File: src/rtl/sync_debounce_edge.sv
// rtl/sync_debounce_edge.sv - stable-count debounce filter with edge pulses, sticky flags and edge counter
// Optional glitch counter output enabled by defining SYNC_DEBOUNCE_GLITCH_CNT_EN.
module sync_debounce_edge #(
    parameter int DB_CYCLES = 4,
    parameter int CNT_W     = 8
) (
    input  logic             CLOCK,
    input  logic             RESETN,
    input  logic             sync_in,
    input  logic             db_en,
    input  logic             clr_status,
    output logic             level_out,
    output logic             rise_pulse,
    output logic             fall_pulse,
    output logic             rise_sticky,
    output logic             fall_sticky,
    output logic [CNT_W-1:0] edge_cnt
`ifdef SYNC_DEBOUNCE_GLITCH_CNT_EN
    ,
    output logic [CNT_W-1:0] glitch_cnt
`endif
);

    typedef enum logic [1:0] {ST_LO, CHK_HI, ST_HI, CHK_LO} state_t;

    localparam logic [7:0] DB_LAST = 8'(DB_CYCLES - 1);

    state_t           state_q, state_d;
    logic [7:0]       cnt_q, cnt_d;
    logic             level_q, level_d;
    logic             rise_q, rise_d;
    logic             fall_q, fall_d;
    logic             rise_sticky_q, rise_sticky_d;
    logic             fall_sticky_q, fall_sticky_d;
    logic [CNT_W-1:0] edge_cnt_q, edge_cnt_d;
    logic             edge_event;

    always_comb begin
        state_d = state_q;
        cnt_d   = cnt_q;
        level_d = level_q;
        if (!db_en) begin
            // Bypass: follow the input directly and park in the matching stable state.
            level_d = sync_in;
            cnt_d   = 8'd0;
            state_d = sync_in ? ST_HI : ST_LO;
        end else begin
            case (state_q)
                ST_LO: begin
                    if (sync_in) begin
                        if (DB_CYCLES == 1) begin
                            state_d = ST_HI;
                            level_d = 1'b1;
                        end else begin
                            state_d = CHK_HI;
                            cnt_d   = 8'd1;
                        end
                    end
                end
                CHK_HI: begin
                    if (!sync_in) begin
                        state_d = ST_LO;
                        cnt_d   = 8'd0;
                    end else if (cnt_q == DB_LAST) begin
                        state_d = ST_HI;
                        level_d = 1'b1;
                        cnt_d   = 8'd0;
                    end else begin
                        cnt_d = cnt_q + 8'd1;
                    end
                end
                ST_HI: begin
                    if (!sync_in) begin
                        if (DB_CYCLES == 1) begin
                            state_d = ST_LO;
                            level_d = 1'b0;
                        end else begin
                            state_d = CHK_LO;
                            cnt_d   = 8'd1;
                        end
                    end
                end
                CHK_LO: begin
                    if (sync_in) begin
                        state_d = ST_HI;
                        cnt_d   = 8'd0;
                    end else if (cnt_q == DB_LAST) begin
                        state_d = ST_LO;
                        level_d = 1'b0;
                        cnt_d   = 8'd0;
                    end else begin
                        cnt_d = cnt_q + 8'd1;
                    end
                end
                default: begin
                    state_d = ST_LO;
                    cnt_d   = 8'd0;
                end
            endcase
        end
    end

    // Pulses and status derive from level transitions, so bypass and debounce share them.
    always_comb begin
        rise_d        = level_d & ~level_q;
        fall_d        = ~level_d & level_q;
        edge_event    = rise_d | fall_d;
        rise_sticky_d = rise_d | (rise_sticky_q & ~clr_status);
        fall_sticky_d = fall_d | (fall_sticky_q & ~clr_status);
        if (clr_status) begin
            edge_cnt_d = CNT_W'(edge_event);
        end else begin
            edge_cnt_d = edge_cnt_q + CNT_W'(edge_event);
        end
    end

    always_ff @(posedge CLOCK) begin
        if (!RESETN) begin
            state_q       <= ST_LO;
            cnt_q         <= 8'd0;
            level_q       <= 1'b0;
            rise_q        <= 1'b0;
            fall_q        <= 1'b0;
            rise_sticky_q <= 1'b0;
            fall_sticky_q <= 1'b0;
            edge_cnt_q    <= '0;
        end else begin
            state_q       <= state_d;
            cnt_q         <= cnt_d;
            level_q       <= level_d;
            rise_q        <= rise_d;
            fall_q        <= fall_d;
            rise_sticky_q <= rise_sticky_d;
            fall_sticky_q <= fall_sticky_d;
            edge_cnt_q    <= edge_cnt_d;
        end
    end

    assign level_out   = level_q;
    assign rise_pulse  = rise_q;
    assign fall_pulse  = fall_q;
    assign rise_sticky = rise_sticky_q;
    assign fall_sticky = fall_sticky_q;
    assign edge_cnt    = edge_cnt_q;

`ifdef SYNC_DEBOUNCE_GLITCH_CNT_EN
    logic             glitch;
    logic [CNT_W-1:0] glitch_cnt_q, glitch_cnt_d;

    // A check abandoned by dropping db_en is not a glitch.
    always_comb begin
        glitch = db_en & (((state_q == CHK_HI) & ~sync_in) | ((state_q == CHK_LO) & sync_in));
        if (clr_status) begin
            glitch_cnt_d = CNT_W'(glitch);
        end else if (glitch && !(&glitch_cnt_q)) begin
            glitch_cnt_d = glitch_cnt_q + CNT_W'(1);
        end else begin
            glitch_cnt_d = glitch_cnt_q;
        end
    end

    always_ff @(posedge CLOCK) begin
        if (!RESETN) begin
            glitch_cnt_q <= '0;
        end else begin
            glitch_cnt_q <= glitch_cnt_d;
        end
    end

    assign glitch_cnt = glitch_cnt_q;
`endif

endmodule

File: config.mk
export PLATFORM = sky130hd
export DESIGN_NAME = sync_debounce_edge
export DESIGN_NICKNAME = d
export VERILOG_FILES = /design/src/rtl/sync_debounce_edge.sv
export SDC_FILE = /design/constraint.sdc
export NUM_CORES = 1
export LEC_CHECK = 0
export CAP_MARGIN = 10
export CORE_MARGIN = 2
export CORE_UTILIZATION = 57
export CTS_BUF_LIST = sky130_fd_sc_hd__clkbuf_8
export CTS_CLUSTER_DIAMETER = 50
export DETAILED_ROUTE_END_ITERATION = 6
export PLACE_DENSITY = 0.9
export SLEW_MARGIN = 0
export SYNTH_ARGS = -nofsm -noshare
export SYNTH_HDL_FRONTEND = slang
export SYNTH_SLANG_ARGS = --single-unit
File: constraint.sdc
create_clock -name CLOCK -period 4.8 [get_ports CLOCK]
set_clock_uncertainty 0.15 [all_clocks]
set_input_delay 0.96 -clock CLOCK [delete_from_list [all_inputs] [get_ports CLOCK]]
set_output_delay 0.96 -clock CLOCK [all_outputs]
set_load 0.02 [all_outputs]
==> impl_metrics.yaml <==
clocking:
  clock_path_buffers: 2
  clk_pin_slew_ns: 0.08
  cts_resized: 0
  cts_setup_buffers: 0
  cts-root-buf: "clkbuf_8"
  cts_hold_buffers: 0
  cts_made_buffers: 3
  htree_levels: 1
  clkSinkCount: 23
  worstSkewPairLatency_ns: 0.26
  cts_tree: "built"
power_and_ir_drop:
  leakage_nw: 0.516
  switching_share: 0.250
  clkPwrFrac: 0.320
  p_int_w: 0.000277
  combPwrFrac: 0.131
  p_sw_w: 0.0000922
  power_density_nw_per_um2: 287
  seq_power_share: 0.550
  peakVddDrop_mv: 0.232
worst_setup_path:
  critical_path_required_ns: 4.80
  crit_chain: "clkdlybuf4s50_1, a21bo_2, a2bb2oi_1, nand3_1, ha_1, inv_1, ha_1, ha_1, nand3_1, xor2_1, nor2_1"
  setup.worst_path.end_class: "flip-flop"
  crit_type: "input port to flip-flop"
  critical-path-slowest-cell: "clkdlybuf4s50_1"
  cp.arrival_ns: 3.14
  cp_slowest_stage_delay_ns: 0.54
  path_common_cell: "ha_1"
  worstPathMaxFanout: 5
  critPathLaunchType: "input port"
place:
  place.gp.congestion: 0.812
  placed_area_um2: 1240
  hpwl_um: 1630
  post-place-ws_ns: 1.40
  io_buffers: 17
final_layout:
  fill_cells: 136
  drive_above_1_share: 0.0769
  layout_common_cells: "23 x dfxtp_1, 17 x clkdlybuf4s50_1, 15 x nor2_1, 10 x xor2_1, 8 x nand3_1"
  diodes: 0
  multi_input_area_um2: 566
  final_common_cell: "dfxtp_1"
  syn_to_final_growth_pct: 23.2
  postLayoutCellArea_um2: 1290
  register_area_um2: 460
  nNetsFinal: 141
floorplanning:
  row_count: 15
  dieArea_um2: 2190
  core_area_um2: 1730
  initial_core_util: 0.605
  die_x_um: 46.8
  fp.dieH_um: 46.8
  pin_count: 18
yosys:
  synth.distinct_cells: 35
  synth_area_per_cell_um2: 9.50
  synthFlopType: "dfxtp_1"
  netlist_area_um2: 1040
  synthArstFlopShare: 0
  synth-edff-count: 0
  synth_fp_nets: 120
  postSynthCellCount: 110
  synth_seq_cells: 23
  ys_seq_area_frac: 0.441
  yosys_warnings: 0
run:
  max_cap_violations: 0
grt:
  grt_pass1_vias: 814
  track_usage: 0.238
  grt_overflow: 0
  grt_max_degree: 13
  grt_pass1_wl_um: 3620
  antenna_found_initial: 0
routing:
  drtIter0Drc: 19
  route.vias.total: 878
  postRouteWirelength_um: 2200
  wire_per_inst_um: 14.2
  postRouteAntennaNets: 0
  dr.pass1.iters: 4
  drc: 0
  vias_per_cell: 5.66
timing:
  worst_pin_slew_ns: 0.606
  setup-violations-final: 0
  post-route-min-period_ns: 3.13
  fmax_ghz: 0.319
  rsz0062_at_grt: "no"
  finalCritPeriodShare: 0.653
  setup_tns_ns: 0
  hold_viol: 0
  maxSlewViolCount: 0
  slew_headroom: 0.593
  worst_slack_ns: 1.67
status:
  run_status: "finished, final reports clean"
hold_path:
  min_path_type: "flip-flop to flip-flop"
## synthesized netlist by cell type (all sizes together) (2+ instances only)
| master | number | area [um^2] |
|---|---|---|
| a21oi | 2 | 10.0 |
| nor2b | 2 | 12.5 |
| ha | 5 | 62.6 |
| xnor2 | 3 | 26.3 |
| o2111ai | 2 | 17.5 |
| nand3 | 8 | 40.0 |
| o21ai | 2 | 10.0 |
| nor3 | 2 | 10.0 |
| dfxtp | 23 | 460 |
| xor2 | 10 | 87.6 |
| a21o | 2 | 15.0 |
| nor2 | 15 | 56.3 |
| and3 | 4 | 26.3 |
| inv | 4 | 15.0 |
| and2 | 4 | 25.0 |
| nand2 | 4 | 15.0 |
## state kept, by name, summed over array words and instances (netlist names), named ones only
signal	flops
fall_sticky	1
level_out	1
rise_sticky	1
rise_pulse	1
edge_cnt	8
state_q	1
cnt_q	8
fall_pulse	1
## layout make-up
class	count	share of cell area
clock buffers	3	0.0321
clock inverters	1	0.00292
inverters	4	0.0117
multi-input cells	82	0.439
flip-flops and latches	23	0.358
well taps	25	0.0243
repair buffers	17	0.132
## final timing paths
path	from	to	slack [ns]	cells past startpoint
hold / removal	fall_sticky$_SDFF_PN0_	fall_sticky$_SDFF_PN0_	0.31	1
setup reg to reg	cnt_q[0]$_SDFFE_PN0P_	edge_cnt[6]$_SDFF_PP0_	1.94	11
hold reg to reg	fall_sticky$_SDFF_PN0_	fall_sticky$_SDFF_PN0_	0.31	1
setup / recovery	db_en	edge_cnt[6]$_SDFF_PP0_	1.67	11
## worst max-delay path: cells and delay by family
| kind | cells | cell delay [ns] |
|---|---|---|
| XOR/XNOR | 1 | 0.16 |
| AND/OR/NAND/NOR | 3 | 0.29 |
| AO/OA/AOI/OAI | 2 | 0.41 |
| adder cells (fa/ha/maj) | 3 | 0.73 |
| buffers and inverters | 2 | 0.59 |
## cells by family (layout without fill, tap and decap cells)
family / after synthesis / after routing / share of synthesized area
adder cells (fa/ha/maj): 5 / 5 / 0.0599
multiplexers: 1 / 1 / 0.00958
AND/OR/NAND/NOR: 46 / 46 / 0.236
flip-flops: 23 / 23 / 0.441
XOR/XNOR: 13 / 13 / 0.109
buffers and inverters: 5 / 25 / 0.0180
AO/OA/AOI/OAI: 17 / 17 / 0.127
## power groups by stage
stage               Sequential (W)  Combinational, W  Clock, W
floorplan                 0.000211         0.0000222         0
detailed placement        0.000207         0.0000476         0
global route              0.000204         0.0000524  0.000127
CTS                       0.000203         0.0000485  0.000117
finish                    0.000203         0.0000483  0.000118
global placement          0.000207         0.0000449         0
## metal layers
layer | global-route usage | wire length (um) | vias to the layer above
li1 | - | - | 427
met1 | 0.282 | 891 | 427
met2 | 0.419 | 1200 | 19
met3 | 0.0346 | 69 | 5
met4 | 0.117 | 38 | 0
met5 | 0 | 0 | -
## stage by stage
stage	hold slack, ns	util	power, W	instances
after global routing	0.339	0.746	0.000383	155
after detailed placement	0.298	0.720	0.000255	151
after CTS	0.316	0.746	0.000369	155
after global placement	0.283	0.720	0.000252	151
after floorplan	0.347	-	0.000234	110
final	0.312	0.746	0.000369	155
Note: power is estimated with default switching activity, not from simulation.
==> RTL edit: new RTL, same flow settings <==
The output `fall_pulse` loses its register stage (`fall_q` becomes a continuous assignment).
--- a/src/rtl/sync_debounce_edge.sv
+++ b/src/rtl/sync_debounce_edge.sv
@@ -122,3 +122,2 @@
             rise_q        <= 1'b0;
-            fall_q        <= 1'b0;
             rise_sticky_q <= 1'b0;
@@ -131,3 +130,2 @@
             rise_q        <= rise_d;
-            fall_q        <= fall_d;
             rise_sticky_q <= rise_sticky_d;
@@ -137,2 +135,4 @@
     end
+
+    assign fall_q = fall_d;
 
Check against the original RTL: not equivalent (a bounded check fails within 4 cycles, from zero or initial values and one cycle with RESETN low).
==> RTL edit against the unedited design <==
Clock power decreased by 9%; sequential power decreased by 4%; critical endpoint is now fall_pulse; register-to-register slack better by 0.07 ns; sequential cell count decreased by 1; power is 4.9% lower; core utilization fell by 1.2 points; area after synthesis decreased by 2.5%; design area fell by 2.6%; combinational power is 3% higher; critical path type is now in2out; routed wire length fell by 14%; setup slack lost 0.85 ns.
==> RTL edit: results (changes against the unedited design) <==
stage;metric;value;unit;change
run_status;status;completed;;
final_layout;multi_input_area_share;43.7;%;-0.21 points
final_layout;fin_nets;140;;-0.71%
drt;wl_per_cell;12.4;um;-13%
placed_design;place_area;1210;um2;-2.4%
power;power.density;280;nW/um2;-2.3%
grt;grt_pass1_vias;745;;-8.5%
final_layout;buffer_area_share;13.6;%;+0.36 points
drt;vias;824;;-6.2%
yosys;synth_common_cells;22 x dfxtp_1, 16 x nor2_1, 10 x xor2_1, 8 x nand3_1, 6 x inv_1;;
power;p_clk_share;30.5;%;-1.5 points
drt;wl_met3;71;um;+2.9%
drt;met2_length;973;um;-19%
grt;grt_use_met2;33.9;%;-8.0 points
drt;wl_met1;804;um;-9.8%
grt;grt_util_all_layers;20.3;%;-3.5 points
grt;met3_usage;3.53;%;+0.068 points
final_layout;final_layout_size_suffix_gt1_share;7.03;%;-0.66 points
yosys;synthTopCellsByArea;dfxtp_1 43%, xor2_1 8.6%, ha_1 6.1%;;
power;vdd_ir_drop_max;0.000194;V;-17%
drt;drt_iter0_markers;9;;-10
yosys;seq_area_frac_synth;43.2;%;-0.83 points
grt;use_met1;23.0;%;-5.2 points
yosys;ys_ff_latch;22;;-4.3%
setup_path;cp_top_family;buffers and inverters;;
placed_design;gp_congestion;0.838;;+3.2%
grt;grt_max_degree;12;;-1
yosys;yosysUniqueCellTypes;32;;-8.6%
timing;finalCritPeriodShare;83.0;%;+18 points
[RTL edit: kinds of logic (layout without fill, tap and decap cells)]
kind of cell	after synthesis	count (layout)	synth area share, %
AOI/OAI and AO/OA	17	17	13.1
xor gates and xnor gates	13	13	11.2
adders and majority gates	5	5	6.14
buffers and inverters	8	26	2.95
DFF	22	22	43.2
muxes	1	1	0.983
and+or+nand+nor	44	44	22.4
[RTL edit: worst paths after layout]
check / from / endpoint / depth (start not counted)
setup / recovery: db_en / fall_pulse / 7
setup reg to reg: cnt_q[0] / edge_cnt[5] / 11
hold reg to reg: rise_sticky / rise_sticky / 2
hold / removal: rise_sticky / rise_sticky / 2
[RTL edit: stage by stage]
step	hold slack [ns]	cells	util, %
final	0.317	153	73.4
after global routing	0.345	153	73.4
after CTS	0.320	153	73.4
after detailed placement	0.306	150	71.0
after global placement	0.299	150	71.0
after floorplan	0.334	110	-
